===== config.mk =====
export PLATFORM = sky130hd
export DESIGN_NAME = alu_md_flat
export DESIGN_NICKNAME = d
export VERILOG_FILES = /design/src/rtl/alu_md_if.sv /design/src/rtl/alu_md.sv /design/src/flat_wrapper.sv
export SDC_FILE = /design/constraint.sdc
export NUM_CORES = 1
export LEC_CHECK = 0
export ABC_AREA = 1
export BUFFER_PORTS_ARGS = -buffer_cell sky130_fd_sc_hd__buf_4
export CORE_ASPECT_RATIO = 1.75
export CORE_MARGIN = 10
export CORE_UTILIZATION = 59
export DETAILED_ROUTE_END_ITERATION = 10
export PLACE_DENSITY = 0.8
export SLEW_MARGIN = 10
export SYNTH_ARGS = -nofsm -noshare
export SYNTH_HDL_FRONTEND = slang
export SYNTH_SLANG_ARGS = --single-unit
export TNS_END_PERCENT = 20

===== constraint.sdc =====
create_clock -name clk -period 4.4 [get_ports clk]
set_input_delay 0.22 -clock clk [delete_from_list [all_inputs] [get_ports clk]]
set_output_delay 0.22 -clock clk [all_outputs]
set_load 0.02 [all_outputs]

===== src/rtl/alu_md_if.sv =====
// ---------------------------------------------------------------------------
// alu_md_if
//   Handshake/bus bundle between the execute stage and the alu_md block.
//   master : drives the op request (flush, in_valid, op, a, b) and out_ready.
//   slave  : the ALU; drives in_ready, out_valid, result, eq and busy.
//   Signals:
//     flush      sync abort of any op in flight
//     in_valid   op/a/b valid          in_ready   ALU can accept this cycle
//     op[4:0]    operation select      a, b       operands (rs1, rs2/imm)
//     out_valid  result/eq valid       out_ready  consumer takes result
//     result     operation result      eq         result == 0
//     busy       iterative op in progress
// ---------------------------------------------------------------------------
interface alu_md_if #(
    parameter int WIDTH = 32
);
    logic             flush;
    logic             in_valid;
    logic             in_ready;
    logic [4:0]       op;
    logic [WIDTH-1:0] a;
    logic [WIDTH-1:0] b;
    logic             out_valid;
    logic             out_ready;
    logic [WIDTH-1:0] result;
    logic             eq;
    logic             busy;

    modport master (
        output flush, in_valid, op, a, b, out_ready,
        input  in_ready, out_valid, result, eq, busy
    );

    modport slave (
        input  flush, in_valid, op, a, b, out_ready,
        output in_ready, out_valid, result, eq, busy
    );
endinterface


===== src/rtl/alu_md.sv =====
// ---------------------------------------------------------------------------
// alu_md
//   Execute-stage ALU with the RV32M multiply/divide extension.
//   Base ops complete in one cycle; MUL*/DIV*/REM* iterate one bit per
//   cycle (WIDTH steps). Divide-by-zero and signed overflow take the
//   single-cycle path. Result and eq are registered and held until the
//   consumer takes them (out_valid & out_ready).
//   Ports:
//     clk   rising-edge clock
//     rst   asynchronous active-high reset
//     bus   alu_md_if slave: flush, in_valid/in_ready, op, a, b,
//           out_valid/out_ready, result, eq, busy
// ---------------------------------------------------------------------------
module alu_md #(
    parameter int WIDTH = 32
) (
    input  logic     clk,
    input  logic     rst,
    alu_md_if.slave  bus
);
    localparam int SW = $clog2(WIDTH);
    localparam int W2 = 2 * WIDTH;

    typedef enum logic [1:0] {IDLE, CALC, DONE} state_t;

    state_t           state;
    logic [SW-1:0]    count;
    logic             out_valid_q;
    logic             busy_q;
    logic [WIDTH-1:0] result_q;
    logic             eq_q;

    // Iterative datapath: acc holds {product} for multiply, {remainder,
    // quotient} for divide; md is the multiplicand or divisor magnitude.
    logic [2:0]       op_q;
    logic             sa_q;   // sign of a (remainder sign)
    logic             sx_q;   // product/quotient negated
    logic [WIDTH-1:0] md_q;
    logic [W2-1:0]    acc_q;

    logic             accept;
    logic             xfer;
    logic             is_iter;
    logic             is_div;
    logic             div0;
    logic             ovf;
    logic             fast;
    logic [WIDTH-1:0] fast_res;
    logic             a_sgn;
    logic             b_sgn;
    logic [WIDTH-1:0] a_mag;
    logic [WIDTH-1:0] b_mag;
    logic [W2-1:0]    step_nxt;
    logic [WIDTH-1:0] fin_res;

    localparam logic [WIDTH-1:0] MIN_NEG = {1'b1, {(WIDTH-1){1'b0}}};

    function automatic logic [WIDTH-1:0] alu_base(input logic [4:0]       f,
                                                  input logic [WIDTH-1:0] x,
                                                  input logic [WIDTH-1:0] y);
        logic [WIDTH-1:0]        r;
        logic signed [WIDTH-1:0] xs;
        logic signed [WIDTH-1:0] ys;
        logic [SW-1:0]           sh;
        xs = x;
        ys = y;
        sh = y[SW-1:0];
        case (f)
            5'b00000: r = x + y;
            5'b00001: r = x - y;
            5'b00010: r = x & y;
            5'b00011: r = x | y;
            5'b00100: r = x ^ y;
            5'b00101: r = x << sh;
            5'b00110: r = x >> sh;
            5'b01001: r = xs >>> sh;
            5'b00111: r = {{(WIDTH-1){1'b0}}, x < y};
            5'b01010: r = {{(WIDTH-1){1'b0}}, xs < ys};
            5'b01000: r = y;
            default:  r = '0;
        endcase
        return r;
    endfunction

    function automatic logic [WIDTH-1:0] neg_fix(input logic [WIDTH-1:0] v,
                                                 input logic             n);
        return n ? -v : v;
    endfunction

    function automatic logic [W2-1:0] neg_fix2(input logic [W2-1:0] v,
                                               input logic          n);
        return n ? -v : v;
    endfunction

    assign accept = bus.in_valid & bus.in_ready & ~bus.flush;
    assign xfer   = out_valid_q & bus.out_ready;

    assign bus.in_ready  = (state == IDLE) | ((state == DONE) & bus.out_ready);
    assign bus.out_valid = out_valid_q;
    assign bus.busy      = busy_q;
    assign bus.result    = result_q;
    assign bus.eq        = eq_q;

    // Decode of the incoming op; op[0]=0 marks the signed divide forms.
    assign is_iter = (bus.op[4:3] == 2'b10);
    assign is_div  = is_iter & bus.op[2];
    assign div0    = is_div & (bus.b == '0);
    assign ovf     = is_div & ~bus.op[0] & (bus.a == MIN_NEG) & (bus.b == '1);
    assign fast    = ~is_iter | div0 | ovf;

    always_comb begin
        fast_res = '0;
        if (!is_iter)
            fast_res = alu_base(bus.op, bus.a, bus.b);
        else if (div0)
            fast_res = bus.op[1] ? bus.a : '1;
        else if (ovf)
            fast_res = bus.op[1] ? '0 : MIN_NEG;
    end

    // MULHSU treats b as unsigned, MULHU both; DIVU/REMU both unsigned.
    always_comb begin
        if (bus.op[2]) begin
            a_sgn = ~bus.op[0] & bus.a[WIDTH-1];
            b_sgn = ~bus.op[0] & bus.b[WIDTH-1];
        end else begin
            a_sgn = (bus.op[1:0] != 2'b11) & bus.a[WIDTH-1];
            b_sgn = ~bus.op[1] & bus.b[WIDTH-1];
        end
        a_mag = neg_fix(bus.a, a_sgn);
        b_mag = neg_fix(bus.b, b_sgn);
    end

    // One iteration: shift-add for multiply, restoring shift-subtract for divide.
    always_comb begin
        logic [WIDTH:0] sum;
        logic [WIDTH:0] r_sh;
        logic [WIDTH:0] diff;
        sum  = {1'b0, acc_q[W2-1:WIDTH]} + {1'b0, (acc_q[0] ? md_q : '0)};
        r_sh = {acc_q[W2-1:WIDTH], acc_q[WIDTH-1]};
        diff = r_sh - {1'b0, md_q};
        if (!op_q[2])
            step_nxt = {sum, acc_q[WIDTH-1:1]};
        else if (!diff[WIDTH])
            step_nxt = {diff[WIDTH-1:0], acc_q[WIDTH-2:0], 1'b1};
        else
            step_nxt = {r_sh[WIDTH-1:0], acc_q[WIDTH-2:0], 1'b0};
    end

    always_comb begin
        logic [W2-1:0] prod;
        prod = neg_fix2(step_nxt, sx_q);
        if (op_q[2])
            fin_res = op_q[1] ? neg_fix(step_nxt[W2-1:WIDTH], sa_q)
                              : neg_fix(step_nxt[WIDTH-1:0], sx_q);
        else
            fin_res = (op_q[1:0] == 2'b00) ? prod[WIDTH-1:0] : prod[W2-1:WIDTH];
    end

    // Control FSM with registered outputs.
    always_ff @(posedge clk or posedge rst) begin
        if (rst) begin
            state       <= IDLE;
            count       <= '0;
            out_valid_q <= 1'b0;
            busy_q      <= 1'b0;
            result_q    <= '0;
            eq_q        <= 1'b1;
        end else if (bus.flush) begin
            state       <= IDLE;
            count       <= '0;
            out_valid_q <= 1'b0;
            busy_q      <= 1'b0;
        end else begin
            case (state)
                IDLE, DONE: begin
                    if (accept) begin
                        count <= '0;
                        if (fast) begin
                            state       <= DONE;
                            out_valid_q <= 1'b1;
                            busy_q      <= 1'b0;
                            result_q    <= fast_res;
                            eq_q        <= (fast_res == '0);
                        end else begin
                            state       <= CALC;
                            out_valid_q <= 1'b0;
                            busy_q      <= 1'b1;
                        end
                    end else if (state == DONE && xfer) begin
                        state       <= IDLE;
                        out_valid_q <= 1'b0;
                    end
                end
                CALC: begin
                    if (count == SW'(WIDTH - 1)) begin
                        state       <= DONE;
                        count       <= '0;
                        out_valid_q <= 1'b1;
                        busy_q      <= 1'b0;
                        result_q    <= fin_res;
                        eq_q        <= (fin_res == '0);
                    end else begin
                        count <= count + SW'(1);
                    end
                end
                default: begin
                    state       <= IDLE;
                    count       <= '0;
                    out_valid_q <= 1'b0;
                    busy_q      <= 1'b0;
                end
            endcase
        end
    end

    // Operand capture and iteration registers; reloaded on every accept.
    always_ff @(posedge clk) begin
        if (accept) begin
            op_q <= bus.op[2:0];
            sa_q <= a_sgn;
            sx_q <= a_sgn ^ b_sgn;
            if (bus.op[2]) begin
                md_q  <= b_mag;
                acc_q <= {{WIDTH{1'b0}}, a_mag};
            end else begin
                md_q  <= a_mag;
                acc_q <= {{WIDTH{1'b0}}, b_mag};
            end
        end else if (state == CALC) begin
            acc_q <= step_nxt;
        end
    end
endmodule

===== src/flat_wrapper.sv =====
// flat-port wrapper written by rule: the top's interface ports become plain ports
module alu_md_flat 
#(
    parameter int WIDTH = 32
)
  (clk, rst, bus_flush, bus_in_valid, bus_op, bus_a, bus_b, bus_out_ready, bus_in_ready, bus_out_valid, bus_result, bus_eq, bus_busy);
  alu_md_if #(.WIDTH(WIDTH)) bus_i ();
  input  logic clk;
  input  logic rst;
  input wire logic [$bits(bus_i.flush)-1:0] bus_flush;
  input wire logic [$bits(bus_i.in_valid)-1:0] bus_in_valid;
  input wire logic [$bits(bus_i.op)-1:0] bus_op;
  input wire logic [$bits(bus_i.a)-1:0] bus_a;
  input wire logic [$bits(bus_i.b)-1:0] bus_b;
  input wire logic [$bits(bus_i.out_ready)-1:0] bus_out_ready;
  output wire logic [$bits(bus_i.in_ready)-1:0] bus_in_ready;
  output wire logic [$bits(bus_i.out_valid)-1:0] bus_out_valid;
  output wire logic [$bits(bus_i.result)-1:0] bus_result;
  output wire logic [$bits(bus_i.eq)-1:0] bus_eq;
  output wire logic [$bits(bus_i.busy)-1:0] bus_busy;
  assign bus_i.flush = bus_flush;
  assign bus_i.in_valid = bus_in_valid;
  assign bus_i.op = bus_op;
  assign bus_i.a = bus_a;
  assign bus_i.b = bus_b;
  assign bus_i.out_ready = bus_out_ready;
  assign bus_in_ready = bus_i.in_ready;
  assign bus_out_valid = bus_i.out_valid;
  assign bus_result = bus_i.result;
  assign bus_eq = bus_i.eq;
  assign bus_busy = bus_i.busy;
  alu_md #(.WIDTH(WIDTH)) u_core (.clk(clk), .rst(rst), .bus(bus_i));
endmodule

==> impl_summary.txt, run 1 <==
----------------------------------------------------
[Placement]
  Routability congestion estimate from global placement ... ~1.2
  Instance area after placement ... between 30000 and 40000 um2
  Worst slack at placement ... -0.255 ns
  Half-perimeter wire length after detailed placement ... 124000 um
  Port Buf Inserts ... 109

[Synth]
  Top cell type's share of synthesized area ... 0.191
  Predominant post-synthesis flop cell ... sky130_fd_sc_hd__edfxtp_1
  Yosys warnings ... 0
  Synth area leader ... sky130_fd_sc_hd__nand2_1
  Sequential area share after synthesis ... 0.150
  Yosys cell types ... between 60 and 70
  Net count of the mapped netlist ... a little over 5000
  Top cells by area, synth ... sky130_fd_sc_hd__nand2_1, sky130_fd_sc_hd__edfxtp_1, sky130_fd_sc_hd__inv_1
  Mean area per synthesized cell ... approximately 5.6 um2
  Number of enable flip-flop cells after synthesis ... approximately 100
  Summed instance area of the synthesized netlist ... 27000 um2
  Async set-or-reset flop fraction in the synthesized netlist ... 0.289
  Post-synthesis register bit count ... between 100 and 150
  Gate Count Post-Synth ... just under 5000

[Clock network]
  Clk sinks ... roughly 140
  H-Tree Depth ... 4
  Number of buffers created by CTS ... 17
  Number of buffers between clock root and the deepest sink ... 2
  Cell chosen for the clock root ... sky130_fd_sc_hd__clkbuf_16

[Die]
  Starting density of the core ... 0.597
  Die W ... between 150 and 200 um
  Row Count ... ~100
  DIE HEIGHT ... ~300 um
  Count of pins on the block boundary ... 110

[Status]
  Status ... did not finish
  Tool error ... [ERROR GRT-0116] Global routing finished with congestion. Check the congestion regions in the DRC Viewer.
  Stopped at ... global routing

[Global routing]
  Overall global routing resource usage ... 0.713
  Number of global-route vias before repair ... about 43000
  Global route overflow ... 542
  Largest net degree at the start of global routing ... between 70 and 80
  Wire length of the first global-routing pass ... approximately 300000 um

----------------------------------------------------
[metrics by stage]
step	std cells	TNS (ns)
2_1_floorplan	4808	0
3_3_place_gp	5834	-0.218
3_5_place_dp	5834	-1.22
4_1_cts	5882	0
[cells by family after synthesis]
logic type	count (synthesis)	synth area share
compound gates	1031	0.215
mux	11	0.00408
xor+xnor	110	0.0357
simple gates	2485	0.391
flops	142	0.150
fa+ha+maj	172	0.0809
buf+inv	857	0.123
[per-layer routing]
metal	overflow	global-route usage
met1	3	0.674
met4	163	0.776
met2	373	0.924
met5	0	0.126
met3	3	0.527
[timing repair]
action	in CTS
endpoints found under the setup margin	14
gates cloned	0
hold buffers	1
setup buffers	15
resized for setup	49
endpoints found under the hold margin	40
pin swaps	16
[Yosys cell counts (15+ instances only)]
library cell / instances
sky130_fd_sc_hd__nand2_1: 1376
sky130_fd_sc_hd__inv_1: 638
sky130_fd_sc_hd__nor2_1: 512
sky130_fd_sc_hd__o21ai_0: 430
sky130_fd_sc_hd__a21oi_1: 340
sky130_fd_sc_hd__nand3_1: 317
sky130_fd_sc_hd__ha_1: 168
sky130_fd_sc_hd__clkbuf_1: 144
sky130_fd_sc_hd__edfxtp_1: 101
sky130_fd_sc_hd__xor2_1: 99
sky130_fd_sc_hd__nor3_1: 62
sky130_fd_sc_hd__nand2_2: 45
sky130_fd_sc_hd__nand4_1: 43
sky130_fd_sc_hd__o211ai_1: 41
sky130_fd_sc_hd__dfrtp_1: 40
sky130_fd_sc_hd__o22ai_1: 39
sky130_fd_sc_hd__a31oi_1: 28
sky130_fd_sc_hd__buf_1: 24
sky130_fd_sc_hd__or2_2: 24
sky130_fd_sc_hd__buf_2: 23
sky130_fd_sc_hd__nor2_2: 22
sky130_fd_sc_hd__nand3b_1: 20
sky130_fd_sc_hd__a221oi_1: 19
sky130_fd_sc_hd__nor4_1: 19
sky130_fd_sc_hd__o21ai_1: 19
sky130_fd_sc_hd__o21a_1: 18
sky130_fd_sc_hd__o2111ai_1: 15
==> run 2: changes to the inputs <==
--- a/config.mk
+++ b/config.mk
@@ -7,11 +7,10 @@
 export LEC_CHECK = 0
 export ABC_AREA = 1
 export BUFFER_PORTS_ARGS = -buffer_cell sky130_fd_sc_hd__buf_4
-export CORE_ASPECT_RATIO = 1.75
 export CORE_MARGIN = 10
-export CORE_UTILIZATION = 59
+export CORE_UTILIZATION = 40
 export DETAILED_ROUTE_END_ITERATION = 10
-export PLACE_DENSITY = 0.8
+export PLACE_DENSITY_LB_ADDON = 0.15
 export SLEW_MARGIN = 10
 export SYNTH_ARGS = -nofsm -noshare
 export SYNTH_HDL_FRONTEND = slang
==> constraint.sdc (replaced) <==
create_clock -name clk -period 5.72 [get_ports clk]
set_input_delay 0.286 -clock clk [delete_from_list [all_inputs] [get_ports clk]]
set_output_delay 0.286 -clock clk [all_outputs]
set_load 0.02 [all_outputs]
==> run 2 against run 1 <==
The run now ends clean; synthesized area stayed put; synthesized cell count stayed put.
==> impl_summary.txt, run 2 <==
----------------------------------------------------
[Status]
  Status ... finished clean

[Critical path]
  Critical Path Sink ... u_core.bus.eq$_DFFE_PP1P_
  Critical-path cell with the highest stage delay ... sky130_fd_sc_hd__fa_1
  Most common cell on crit path ... sky130_fd_sc_hd__nand2_1
  Start-to-end type of the worst setup path ... register to register
  Count of cells along the worst register-to-register path ... 38
  Setup slack of the worst register-to-register path ... around 0.61 ns
  Crit Path Max Fanout ... 13
  Required time at the endpoint of the critical path ... just over 6 ns
  Origin of the critical flop-to-flop path ... u_core.acc_q[31]$_DFFE_PP_
  Crit-path max cell delay ... 0.43 ns
  Worst reg2reg path endpoint ... u_core.bus.eq$_DFFE_PP1P_
  Critical Path AT ... 5.53 ns
  Type of destination of the critical path ... register
  Type of element launching the critical path ... register
  Launching instance or port of the critical path ... u_core.acc_q[31]$_DFFE_PP_

[STA]
  Hold Fails Final Rpt ... 0
  Setup TNS ... 0 ns
  RSZ-0062 raised after global routing ... no
  Post-layout minimum cycle time ... approximately 5.1 ns
  Share of the clock period used by the worst path ... 0.893
  Clk_skew ... 0.0146 ns
  Upper clock frequency limit ... 0.196 GHz
  Final critical-path setup slack ... about 0.61 ns
  Max Transition Viols Final ... 0
  Transition time at the pin with the least slew margin ... around 1.3 ns
  Setup violation total in the final timing report ... 0
  Slew Limit Headroom ... 0.148

[Synth]
  Top cell type's share of synthesized area ... 0.191
  Most common cell in the synthesized netlist ... sky130_fd_sc_hd__nand2_1
  Predominant post-synthesis flop cell ... sky130_fd_sc_hd__edfxtp_1
  Synth area leader ... sky130_fd_sc_hd__nand2_1
  Sequential area share after synthesis ... 0.150
  Mean area per synthesized cell ... roughly 5.6 um2
  Net count of the mapped netlist ... a little over 5000
  Gate Count Post-Synth ... ~4800
  Yosys warnings ... 0
  Post-synthesis register bit count ... between 100 and 150
  Summed instance area of the synthesized netlist ... 27000 um2
  Commonest cells in the netlist ... sky130_fd_sc_hd__nand2_1, sky130_fd_sc_hd__inv_1, sky130_fd_sc_hd__nor2_1
  Number of enable flip-flop cells after synthesis ... 101
  Async set-or-reset flop fraction in the synthesized netlist ... 0.289
  Top cells by area, synth ... sky130_fd_sc_hd__nand2_1, sky130_fd_sc_hd__edfxtp_1, sky130_fd_sc_hd__inv_1
  Yosys cell types ... between 60 and 70

[Placement]
  Port Buf Inserts ... ~110
  Instance area after placement ... 28800 um2
  Routability congestion estimate from global placement ... ~1.1
  Half-perimeter wire length after detailed placement ... approximately 120000 um
  Worst slack at placement ... approximately 0.69 ns

[Detailed routing]
  Routed length per placed instance ... 25.9 um
  Final wirelength ... 148000 um
  # DRC ... 0
  Number of DRC markers after the initial detailed-route iteration ... 4182
  1st-pass router iterations ... 7
  Routed Antenna Nets ... 0
  Via-to-Cell Ratio ... 5.89
  Via total after detailed routing ... 33700

[Die]
  Die Area ... roughly 78000 um2
  Core box area ... 67000 um2
  DIE HEIGHT ... around 280 um
  Row Count ... 95
  Count of pins on the block boundary ... 110
  Starting density of the core ... 0.403
  Die W ... around 280 um

[Final layout]
  Commonest non-fill, non-tap cells in the layout ... sky130_fd_sc_hd__nand2_1, sky130_fd_sc_hd__inv_1, sky130_fd_sc_hd__nor2_1, sky130_fd_sc_hd__o21ai_0, sky130_fd_sc_hd__a21oi_1
  Final design area excluding fillers ... about 30000 um2
  Number of filler cells placed in the layout ... ~7500
  Layout cell share with drive strength beyond 1 ... 0.0808
  Layout overhead on the synthesized area ... 9.05%
  Max FFs per register ... 64
  Largest register by flop count ... u_core.acc_q
  Most common cell after layout, fill and taps aside ... sky130_fd_sc_hd__nand2_1
  Net count of the finished layout ... around 5100

[Global routing]
  Wire length of the first global-routing pass ... ~210000 um
  Overall global routing resource usage ... 0.367
  Number of global-route vias before repair ... about 32000
  Number of antenna violations at the first check in global routing ... 3
  Global route overflow ... 0
  Largest net degree at the start of global routing ... 97

[Clock network]
  H-Tree Depth ... 4
  Number of buffers created by CTS ... 17
  Clock tree from TritonCTS ... done
  # Post-CTS Setup Buffers ... 0
  Number of buffers between clock root and the deepest sink ... 2
  Cell chosen for the clock root ... sky130_fd_sc_hd__clkbuf_16
  Clk sinks ... around 140
  Latest clock arrival within the worst-skew pair ... around 0.48 ns
  Clock slew at reported path FFs ... about 0.07 ns

[Min path]
  Class of the most critical hold timing path ... primary input to register

[Pwr]
  Worst VDD drop ... approximately 210 uV
  Leakage power of the design ... 14.9 nW
  Cell Pwr Density ... around 230 nW/um2

[Flow run]
  Maxcap violations ... 0

----------------------------------------------------
run 2: cell counts after synthesis:
No cell type changed its count.
run 2: area by class of cell:
| class | instances | area, um2 | area share |
|---|---|---|---|
| well taps | 873 | 1090 | 0.0371 |
| multi-input cells | 3809 | 19600 | 0.667 |
| repair buffers | 202 | 1560 | 0.0529 |
| clock buffers | 18 | 439 | 0.0149 |
| diodes | 1 | 2.50 | 0.0000850 |
| inverters | 657 | 2470 | 0.0839 |
| flip-flops and latches | 142 | 4060 | 0.138 |
| clock inverters | 14 | 165 | 0.00561 |
run 2: kinds of logic (layout without fill, tap and decap cells):
group,after synthesis,after routing,synth area share
buf+inv,857,891,0.123
mux,11,11,0.00408
other cells,0,1,0
simple gates,2485,2485,0.391
fa+ha+maj,172,172,0.0809
xor+xnor,110,110,0.0357
compound gates,1031,1031,0.215
flops,142,142,0.150
run 2: power breakdown:
part | internal, mW | switching [mW] | total, mW
sequential | 1.29 | 0.124 | 1.42
combinational | 1.16 | 3.07 | 4.22
clock | 0.636 | 0.567 | 1.20
run 2: how the worst min path moves through the flow:
stage / depth (start not counted) / slack, ns / endpoint / start
after floorplan: 0 / 0.38 / u_core.op_q[0]$_DFFE_PP_ / bus_op[0]
after global placement: 3 / 0.46 / u_core.bus.busy$_DFFE_PP0P_ / rst
after detailed placement: 3 / 0.46 / u_core.bus.out_valid$_DFFE_PP0P_ / rst
after CTS: 1 / 0.1 / u_core.op_q[0]$_DFFE_PP_ / bus_op[0]
after global routing: 1 / 0.10 / u_core.op_q[0]$_DFFE_PP_ / bus_op[0]
final: 1 / 0.14 / u_core.op_q[0]$_DFFE_PP_ / bus_op[0]
run 2: metal layers:
layer | vias up | share of wire | GRT usage
met5 | - | 0 | 0
met4 | 0 | 0.097 | 0.306
met2 | 1797 | 0.45 | 0.591
met1 | 15600 | 0.38 | 0.429
li1 | 15800 | - | -
met3 | 481 | 0.081 | 0.0501
run 2: metrics by stage:
stage	cells	hold WS, ns	util	power, mW
final	5716	0.142	0.439	6.84
after global routing	5715	0.103	0.439	7.21
after CTS	5715	0.0966	0.439	6.69
after detailed placement	5682	0.456	0.430	5.48
after global placement	5682	0.463	0.430	5.50
after floorplan	4808	0.385	-	3.94
run 2: what timing repair did:
item                       in CTS  in global routing
setup endpoints to repair       0                  1
gates resized for setup         0                  1
hold buffers                    1                  0
hold endpoints to repair       40                  0
run 2: worst max-delay path, delay by kind of cell, from the launching register on:
kind / cells / cell delay (ns)
buf+inv: 4 / 0.44
simple gates: 31 / 3.44
flops: 1 / 0.40
fa+ha+maj: 3 / 0.79
(Power assumes the default switching activity.)
